### config.mk
export PLATFORM = sky130hd
export DESIGN_NAME = irq_ctrl
export DESIGN_NICKNAME = d
export VERILOG_FILES = /design/src/rtl/irq_ctrl.sv
export SDC_FILE = /design/constraint.sdc
export NUM_CORES = 1
export LEC_CHECK = 0
export ABC_AREA = 1
export CORE_ASPECT_RATIO = 2
export CORE_UTILIZATION = 44
export CTS_BUF_LIST = sky130_fd_sc_hd__clkbuf_4 sky130_fd_sc_hd__clkbuf_8 sky130_fd_sc_hd__clkbuf_16
export DETAILED_ROUTE_END_ITERATION = 6
export PLACE_DENSITY = 0.8
export SYNTH_ARGS = -nofsm -noshare
export SYNTH_HDL_FRONTEND = slang
export SYNTH_SLANG_ARGS = --single-unit
### constraint.sdc
create_clock -name clk -period 3.2 [get_ports clk]
set_input_delay 0.32 -clock clk [delete_from_list [all_inputs] [get_ports clk]]
set_output_delay 0.32 -clock clk [all_outputs]
set_load 0.05 [all_outputs]
### src/rtl/irq_ctrl.sv
// Interrupt controller: sticky external pending bits, internal causes taken at instruction boundaries.
// Optional macro IRQ_EDGE_DETECT_EN: external pending bits set on rising edges instead of levels.
module irq_ctrl (
    input  logic        clk,
    input  logic        reset_n,
    input  logic [31:0] int_cause,
    input  logic [31:0] sr,
    input  logic        commit,
    input  logic        eret,
    output logic        jisr,
    output logic [31:0] mca,
    output logic        rpt,
    output logic [4:0]  il,
    output logic        in_isr,
    output logic [25:0] ext_ack
);

    typedef enum logic [1:0] {RUN, TAKE, ISR, RET} state_t;

    state_t      state, state_next;
    logic [25:0] pending;
    logic [25:0] set_now;
    logic [31:0] masked;
    logic [31:0] take_vec;
    logic        take;
    logic [4:0]  il_next;

`ifdef IRQ_EDGE_DETECT_EN
    logic [25:0] history;

    always_ff @(posedge clk or negedge reset_n) begin
        if (!reset_n) history <= '0;
        else          history <= int_cause[31:6];
    end

    assign set_now = int_cause[31:6] & ~history;
`else
    assign set_now = int_cause[31:6];
`endif

    // Causes arriving this cycle are visible immediately so a commit can take them without delay.
    assign masked = {(pending | set_now) & sr[31:6], int_cause[5:0]};

    always_comb begin
        state_next = state;
        take       = 1'b0;
        take_vec   = masked;
        case (state)
            RUN: begin
                if (int_cause[0] || (commit && (|masked))) take = 1'b1;
            end
            TAKE: begin
                state_next = ISR;
            end
            ISR: begin
                take_vec = {26'b0, int_cause[5:0]};
                if (int_cause[0] || (commit && (|int_cause[5:0]))) take = 1'b1;
                else if (commit && eret)                           state_next = RET;
            end
            RET: begin
                take_vec = {26'b0, int_cause[5:0]};
                if (int_cause[0]) take = 1'b1;
                else              state_next = RUN;
            end
            default: state_next = RUN;
        endcase
        if (take) state_next = TAKE;
    end

    always_comb begin
        il_next = 5'd0;
        for (int i = 31; i >= 0; i--) begin
            if (take_vec[i]) il_next = 5'(i);
        end
    end

    always_ff @(posedge clk or negedge reset_n) begin
        if (!reset_n) begin
            state   <= RUN;
            pending <= '0;
            mca     <= '0;
            il      <= '0;
            rpt     <= 1'b0;
        end else begin
            state   <= state_next;
            pending <= (pending & ~ext_ack) | set_now;
            if (take) begin
                mca <= take_vec;
                il  <= il_next;
                rpt <= (il_next == 5'd3) || (il_next == 5'd4);
            end
        end
    end

    assign jisr    = (state == TAKE);
    assign in_isr  = (state == TAKE) || (state == ISR);
    assign ext_ack = (jisr && (il >= 5'd6)) ? (26'd1 << (il - 5'd6)) : 26'd0;

endmodule

Word-level counts from Yosys, hierarchy flattened. Cells that the tools add are included.

Add/sub/neg operators: 1. Magnitude comparators: 1. Eq/ne operators: 8. Shifts and indexed selects: 1. Muxes and demuxes: 43. Bitwise logic cells: 5. Reduce and logical (&&, ||, !) cells: 14.

Operators with widths (number): 2-to-1 mux 5 bit (32); AND 26 bit (2); bitwise OR 26 bit (2); 2-to-1 mux 32 bit (1); OR reduction 32 bit (1); 2-to-1 mux 26 bit (1); inverter 26 bit (1); left shift 1 x 5 -> 26 bit, first input constant (1); != test 3 bit, second input constant (3); 2-to-1 mux 2 bit (4); case mux 2 bit (3 select lines) (1); OR reduction 6 bit (1); == test 5 x 2 -> 1 bit, second input constant (1); == test 5 x 3 -> 1 bit, second input constant (1); greater-or-equal comparator 5 x 3 -> 1 bit, second input constant (1); subtractor 5 x 3 -> 5 bit, second input constant (1); == test 2 bit, second input constant (2); logical AND 1 bit (4); logical OR 1 bit (4); AND reduction 4 bit (1); nonzero test 4 bit (1); 2-to-1 mux 1 bit (3); case mux 1 bit (3 select lines) (1); == test 2 x 1 -> 1 bit, second input constant (1); 2 further kinds (2).

Register bits after elaboration: 66. Input bits: 68. Output and inout port bits: 66.

Longest topological paths before layout. Gate-level depths: netlist of run 1.

Depth after elaboration: 37. Depth in mapped cells: 38.

Least setup slack after synthesis of run 1. OpenSTA, ideal clock, no wires.

Kind: reg-to-output. From: reg il[1]. To: out ext_ack[10]. Arrival: 2.784 ns. Required time: 2.880 ns. Setup slack: 0.096 ns. Cell stages (with the launch flop): 7. Buffers on the path: 1. Cell sequence: dfrtp_1 clkbuf_1 nand2_1 nand2_1 xor2_1 clkinv_1 nor3_1.

Word-level cells in the longest chain between the ends: 3. Elaborated cells between the ends (all ways): 5.

Ends and longest elaborated chain: start: declaration (line 13) `output logic [4:0] il,`; start signal: assignment (line 89) `il <= il_next;`; subtractor 5 x 3 -> 5 bit or greater-or-equal comparator 5 x 3 -> 1 bit (tied branches) (line 97) `assign ext_ack = (jisr && (il >= 5'd6)) ? (26'd1 << (il - 5'd6)) : 26'd0;`; left shift 1 x 5 -> 26 bit or logical AND 1 bit (tied branches) (line 97); 2-to-1 mux 26 bit (*) (line 97); end: declaration (line 15) `output logic [25:0] ext_ack`.

Mark *: on every way between the ends. The rest lies on a longest branch, timed or not.

Worst setup path after layout of run 1.
From: reg il[1]. To: out ext_ack[16].

The elaborated chain is that of the path after synthesis.

==> reports/summary.txt, run 1 <==
status: completed
total wire length: 11.1 mm
die width: 65.1 um
1st-iter DRT viols: 259
Finished Cell Area: 5270 um2
vias in the first global route: 3491
WP data required: 2.88 ns
Syn Area/Cell: 7.78 um2
Achievable Freq: 0.324 GHz
post-DR vias/cell: 5.16
Crit path max-delay family: buffers and inverters
crit path launch: il[1]$_DFFE_PN0P_
GPL Wtd Cong: 0.961
critical path cell sequence: ha_1 -> inv_1 -> nand3_1 -> nor3_1 -> clkdlybuf4s50_1
Tightest Pin Transition: 0.586 ns
cell count after placement: 667
Pwr per Cell Area: 939 nW/um2
Yosys cell types: 32
largest net degree at the start of global routing: 36
final net count: 660
Place WS: 0.124 ns
register area share after synthesis: 47.1%
worst setup margin: 0.118 ns
Worst Reg-to-Reg Cells: 38
DP Area: 4870 um2
Hold Violations, Final: 0
flops & latches, synth: 66
Worst Path Arrival: 2.76 ns
Tot Pwr: 4.94 mW
root buffer cell: clkbuf_16
GR Util All Layers: 27.7%
final worst hold slack: 0.412 ns
total die area: 8350 um2
R2R Path End: rpt$_DFFE_PN0P_
GRT overflow: 0
area delta synth->final: 50.1%
final setup vio count: 0
maximum buffer depth of the clock tree: 2
max cap viols: 0
Synthesis Warnings: 0
Post-Synthesis Cells: 451
Worst Path Buf+Inv: 2
Die Y: 128 um
clock latency on the worst-skew pair: 0.34 ns
initial antenna violation count: 0
share of layout cells above drive strength 1: 6.42%
final slew viol count: 0
largest stage delay on the critical path: 0.86 ns
RSZ-0062 raised after global routing: true
Routed WL per cell: 16.1 um
CP Launch Type: flip-flop
HPWL Detailed: 8.49 mm
reg2reg start: state[0]$_DFFE_PN0P_
WP depth: 5
r2r setup slk: 0.20 ns
number of antenna diodes: 0
mapped cell area: 3510 um2
clock period minus final worst setup slack: 3.08 ns
final cell count without fillers: 686
DR DRC count: 0
IO buf count: 127
Initial Utilization: 45.8%
Max stage delay cell, worst path: clkdlybuf4s50_1
Post-Route Utilization: 68.8%
main flop type after synthesis: dfrtp_1
Tcrit/Tclk final: 96.3%
CTS tree: built
critical path class: flip-flop to output port
ys async rst share: 100%
Via Count: 3541
worst vdd rail ir drop: 0.740 mV
number of buffers created by CTS: 9
Reg clk slew, reported paths: 0.05 ns
setup TNS: 0 ns
DR pass1 iterations: 5
EDFF count, synth: 0
IO Pins: 134
worst min path class: input port to asynchronous set/reset pin
global-route wire length before repair: 17.0 mm
leakage power figure: 2.92 nW
Rel. slew slack: 60.8%
Post-Syn Nets: 524
CTS sink count: 66
worst setup path endpoint: ext_ack[16]
Core Box Area: 7660 um2
final setup skew: 0.00613 ns
Max H-tree Level: 3
Worst setup EP type: output port
FP Rows: 45
Routed Antenna Nets: 0
Max FO, Critical Path: 10
logic make-up after synthesis:
family | after synthesis | share of synthesized area (%)
AND/OR/NAND/NOR | 200 | 23.8
AO/OA/AOI/OAI | 105 | 18.7
buffers and inverters | 73 | 8.17
flip-flops | 66 | 47.1
adder cells (fa/ha/maj) | 5 | 1.78
XOR/XNOR | 2 | 0.500
synth_stat cells (3+ instances only):
library cell | n | area share (%)
nor4_1 | 6 | 1.1
nor2_1 | 32 | 3.4
nor3_1 | 12 | 1.7
o21bai_1 | 27 | 5.8
inv_1 | 61 | 6.5
ha_1 | 5 | 1.8
clkbuf_1 | 5 | 0.54
buf_1 | 3 | 0.32
a21oi_1 | 4 | 0.57
nand2_1 | 127 | 14
a31oi_1 | 3 | 0.54
o21ai_0 | 48 | 6.8
nand3_1 | 15 | 2.1
o21a_1 | 18 | 3.9
dfrtp_1 | 66 | 47
how the worst min path moves through the flow:
| stage | cells past startpoint | end | from |
|---|---|---|---|
| 2_1_floorplan | 0 | il[0]$_DFFE_PN0P_ | reset_n |
| 3_3_place_gp | 1 | mca[2]$_DFFE_PN0P_ | reset_n |
| 3_5_place_dp | 1 | mca[2]$_DFFE_PN0P_ | reset_n |
| 4_1_cts | 2 | rpt$_DFFE_PN0P_ | reset_n |
| 5_1_grt | 2 | mca[2]$_DFFE_PN0P_ | reset_n |
| 6_report | 2 | mca[23]$_DFFE_PN0P_ | reset_n |
worst register-to-register path, delay by kind of cell (launching register included):
kind	cells	cell delay, ns
adders and majority gates	1	0.25
buffers and inverters	1	0.10
DFF	1	0.39
and+or+nand+nor	36	2.19
flip-flops by register name (all words and copies together), names as in the netlist:
signal / cells
il: 5
state: 2
pending: 26
rpt: 1
mca: 32
report_power, final:
part / leakage [nW] / switching, mW / internal (mW) / total, mW
Clock: 0.163 / 0.345 / 0.705 / 1.05
Sequential: 0.739 / 0.156 / 1.06 / 1.22
Combinational: 2.02 / 1.83 / 0.846 / 2.68
area by class of cell:
type / count / area, um2
Clock buffer: 15 / 295
Clock inverter: 1 / 30.0
Fill cell: 653 / 2390
Inverter: 62 / 233
Multi-Input combinational cell: 312 / 1570
Sequential cell: 66 / 1650
Tap cell: 94 / 118
Timing Repair Buffer: 136 / 1360
layer usage:
| layer | part of all wire (%) | vias to the layer above | global-route usage (%) | wire length (um) |
|---|---|---|---|---|
| met5 | 0 | - | 0 | 0 |
| li1 | - | 1729 | - | - |
| met2 | 55 | 127 | 49.5 | 6050 |
| met3 | 4.2 | 40 | 4.63 | 469 |
| met4 | 5.3 | 0 | 17.4 | 590 |
| met1 | 36 | 1645 | 29.2 | 3960 |
repair_timing:
action	4_1_cts	5_1_grt
endpoints found under the hold margin	12	0
hold buffers	1	0
setup endpoints to repair	4	19
resized for setup	4	19
setup buffers	0	2
pin swaps	0	1
placed cells by master (no fill, tap or decap), drive strengths merged:
cell type / synthesis / layout
inv: 61 / 62
buf: 5 / 13
bufinv: 0 / 1
o32ai: 1 / 1
nor4: 6 / 6
nor3: 12 / 12
a31oi: 3 / 3
nor3b: 1 / 1
or2: 1 / 1
o21a: 18 / 18
o211ai: 1 / 1
nand2: 129 / 129
clkdlybuf4s50: 0 / 101
nor2: 33 / 33
clkbuf: 6 / 15
dlygate4sd2: 0 / 4
nand3: 15 / 15
a32oi: 1 / 1
o21bai: 27 / 27
xor2: 2 / 2
and2: 1 / 1
dlygate4sd3: 0 / 1
ha: 5 / 5
nand4: 1 / 1
dlymetal6s2s: 0 / 17
a21oi: 5 / 5
nand3b: 1 / 1
dfrtp: 66 / 66
o21ai: 49 / 49
Note: power is estimated with default switching activity, not from simulation.
==> run 2, diff against run 1 <==
- SKIP_CTS_REPAIR_TIMING: not set -> 1
==> run 2 against run 1 <==
Against the previous run: global-route usage is essentially flat; flip-flop and latch count is the same; critical endpoint unchanged; die area is the same; sequential share of layout area shrank 0.10 points; largest power group unchanged; first-iteration DRC count grew 14%; largest cell class unchanged; routed wire length grew 0.15%.
==> reports/summary.txt, run 2 (synthesis gave the netlist of run 1 again) <==
status: completed
CP Launch Type: flip-flop
Comb pwr share: 54.0% (about the same)
DR pass1 iterations: 5 (unchanged)
Initial Utilization: 45.8% (unchanged)
root buffer cell: clkbuf_16
final setup vio count: 0 (unchanged)
die width: 65.1 um (unchanged)
Clock Power Share: 21.2% (about the same)
HPWL Detailed: 8.49 mm (unchanged)
FP Rows: 45 (unchanged)
post-DR vias/cell: 5.18 (+0.32%)
Int Pwr: 2.62 mW (about the same)
cell count after placement: 667 (unchanged)
Worst Path Arrival: 2.77 ns (about the same)
share of layout cells above drive strength 1: 6.77% (+0.35 points)
Routed Antenna Nets: 0 (unchanged)
final slew viol count: 0 (unchanged)
number of buffers created by CTS: 9 (unchanged)
Via Count: 3547 (+0.17%)
commonest non-fill, non-tap cell in the layout: nand2_1
1st-iter DRT viols: 296 (+14%)
DR DRC count: 0 (unchanged)
Post-Route Utilization: 69.0% (+0.28 points)
worst vdd rail ir drop: 0.741 mV (about the same)
final setup skew: 0.00352 ns (-0.00261 ns)
area delta synth->final: 50.7%
Routed WL per cell: 16.2 um (+0.30%)
max reg flops: 32 (unchanged)
number of antenna diodes: 0 (unchanged)
Achievable Freq: 0.324 GHz (-0.12%)
Place WS: 0.124 ns (unchanged)
total wire length: 11.1 mm (+0.15%)
WP data required: 2.88 ns (about the same)
initial antenna violation count: 0 (unchanged)
total die area: 8350 um2 (unchanged)
IO buf count: 127 (unchanged)
worst setup margin: 0.114 ns (-0.00367 ns)
Hold Violations, Final: 0 (unchanged)
Reg power frac: 24.8% (about the same)
Largest Register: mca
Layout fillers: 645 (-1.2%)
max cap viols: 0 (unchanged)
Tcrit/Tclk final: 96.4% (+0.11 points)
worst min path class: input port to asynchronous set/reset pin
CTS sink count: 66 (unchanged)
CTS tree: built
Switching Share: 47.1% (about the same)
Reg clk slew, reported paths: 0.05 ns (about the same)
leakage power figure: 2.97 nW (+1.6%)
maximum buffer depth of the clock tree: 2 (unchanged)
vias in the first global route: 3486 (-0.14%)
Tightest Pin Transition: 0.581 ns (-0.00435 ns)
commonest cells after routing, fill and taps aside: 126 x nand2_1, 101 x clkdlybuf4s50_1, 65 x dfrtp_1
Switching Power: 2.33 mW (about the same)
Worst setup EP type: output port
Tot Pwr: 4.94 mW (about the same)
GRT overflow: 0 (unchanged)
final net count: 659 (-0.15%)
Max H-tree Level: 3 (unchanged)
critical path class: flip-flop to output port
clock latency on the worst-skew pair: 0.34 ns (about the same)
final cell count without fillers: 685 (-0.15%)
global-route wire length before repair: 17.0 mm (about the same)
GPL Wtd Cong: 0.961 (unchanged)
RSZ-0062 raised after global routing: true
clock period minus final worst setup slack: 3.09 ns (+0.00367 ns)
IO Pins: 134 (unchanged)
GR Util All Layers: 27.7% (about the same)
Rel. slew slack: 61.1% (+0.29 points)
Pwr per Cell Area: 935 nW/um2 (-0.41%)
largest net degree at the start of global routing: 36 (unchanged)
biggest regs: mca (32), pending (26), il (5)
Max FO, Critical Path: 10 (unchanged)
Die Y: 128 um (unchanged)
Core Box Area: 7660 um2 (unchanged)
-- run 2: critical path, stage by stage (launching register included) --
cell	delay, ns
dfrtp_1	0.49
ha_1	0.40
inv_1	0.12
nand3_1	0.20
nor3_1	0.34
clkdlybuf4s50_1	0.86
-- run 2: final timing paths --
kind / depth (start not counted) / from / slack, ns / endpoint
setup / recovery: 5 / il[1]$_DFFE_PN0P_ / 0.11 / ext_ack[16]
hold / removal: 2 / reset_n / 0.41 / mca[2]$_DFFE_PN0P_
setup reg to reg: 37 / state[1]$_DFFE_PN0P_ / 0.24 / rpt$_DFFE_PN0P_
hold reg to reg: 2 / mca[25]$_DFFE_PN0P_ / 0.48 / mca[25]$_DFFE_PN0P_
max in group asynchronous: 3 / reset_n / 2.09 / state[1]$_DFFE_PN0P_
min in group clk: 2 / mca[25]$_DFFE_PN0P_ / 0.48 / mca[25]$_DFFE_PN0P_
-- run 2: layout make-up --
type                            count  area, um2  area share, %
Sequential cell                    66       1650           31.3
Timing Repair Buffer              135       1370           25.9
Multi-Input combinational cell    312       1590           30.0
Clock buffer                       15        295           5.59
Clock inverter                      1       30.0          0.568
Tap cell                           94        118           2.22
Inverter                           62        233           4.40
-- run 2: metal layers --
metal / up-vias / global-route usage, % / wire length, um
met5: - / 0 / 0
met3: 41 / 4.63 / 523
li1: 1721 / - / -
met4: 0 / 17.4 / 619
met1: 1641 / 29.2 / 3910
met2: 144 / 49.4 / 6020
-- run 2: power groups by stage --
| stage | Combinational (mW) | Sequential (mW) | Clock [mW] |
|---|---|---|---|
| after detailed placement | 2.61 | 1.23 | 0 |
| after global placement | 2.57 | 1.22 | 0 |
| after global routing | 2.89 | 1.25 | 1.10 |
| final | 2.67 | 1.22 | 1.05 |
| after floorplan | 1.13 | 1.87 | 0 |
| after CTS | 2.64 | 1.22 | 1.06 |
-- run 2: stage by stage --
step	hold WS [ns]	TNS, ns	instance area, um2
final	0.409	0	5290
after floorplan	0.0244	0	3510
after global routing	0.444	-0.0577	5290
after global placement	0.220	0	4870
after CTS	-0.122	-0.0839	5200
after detailed placement	0.228	0	4870
==> run 3, diff against run 2 <==
- CTS_CLUSTER_DIAMETER: not set -> 100
==> results of run 3 <==
The final DEF is identical to that of run 2; final timing and power are the same.
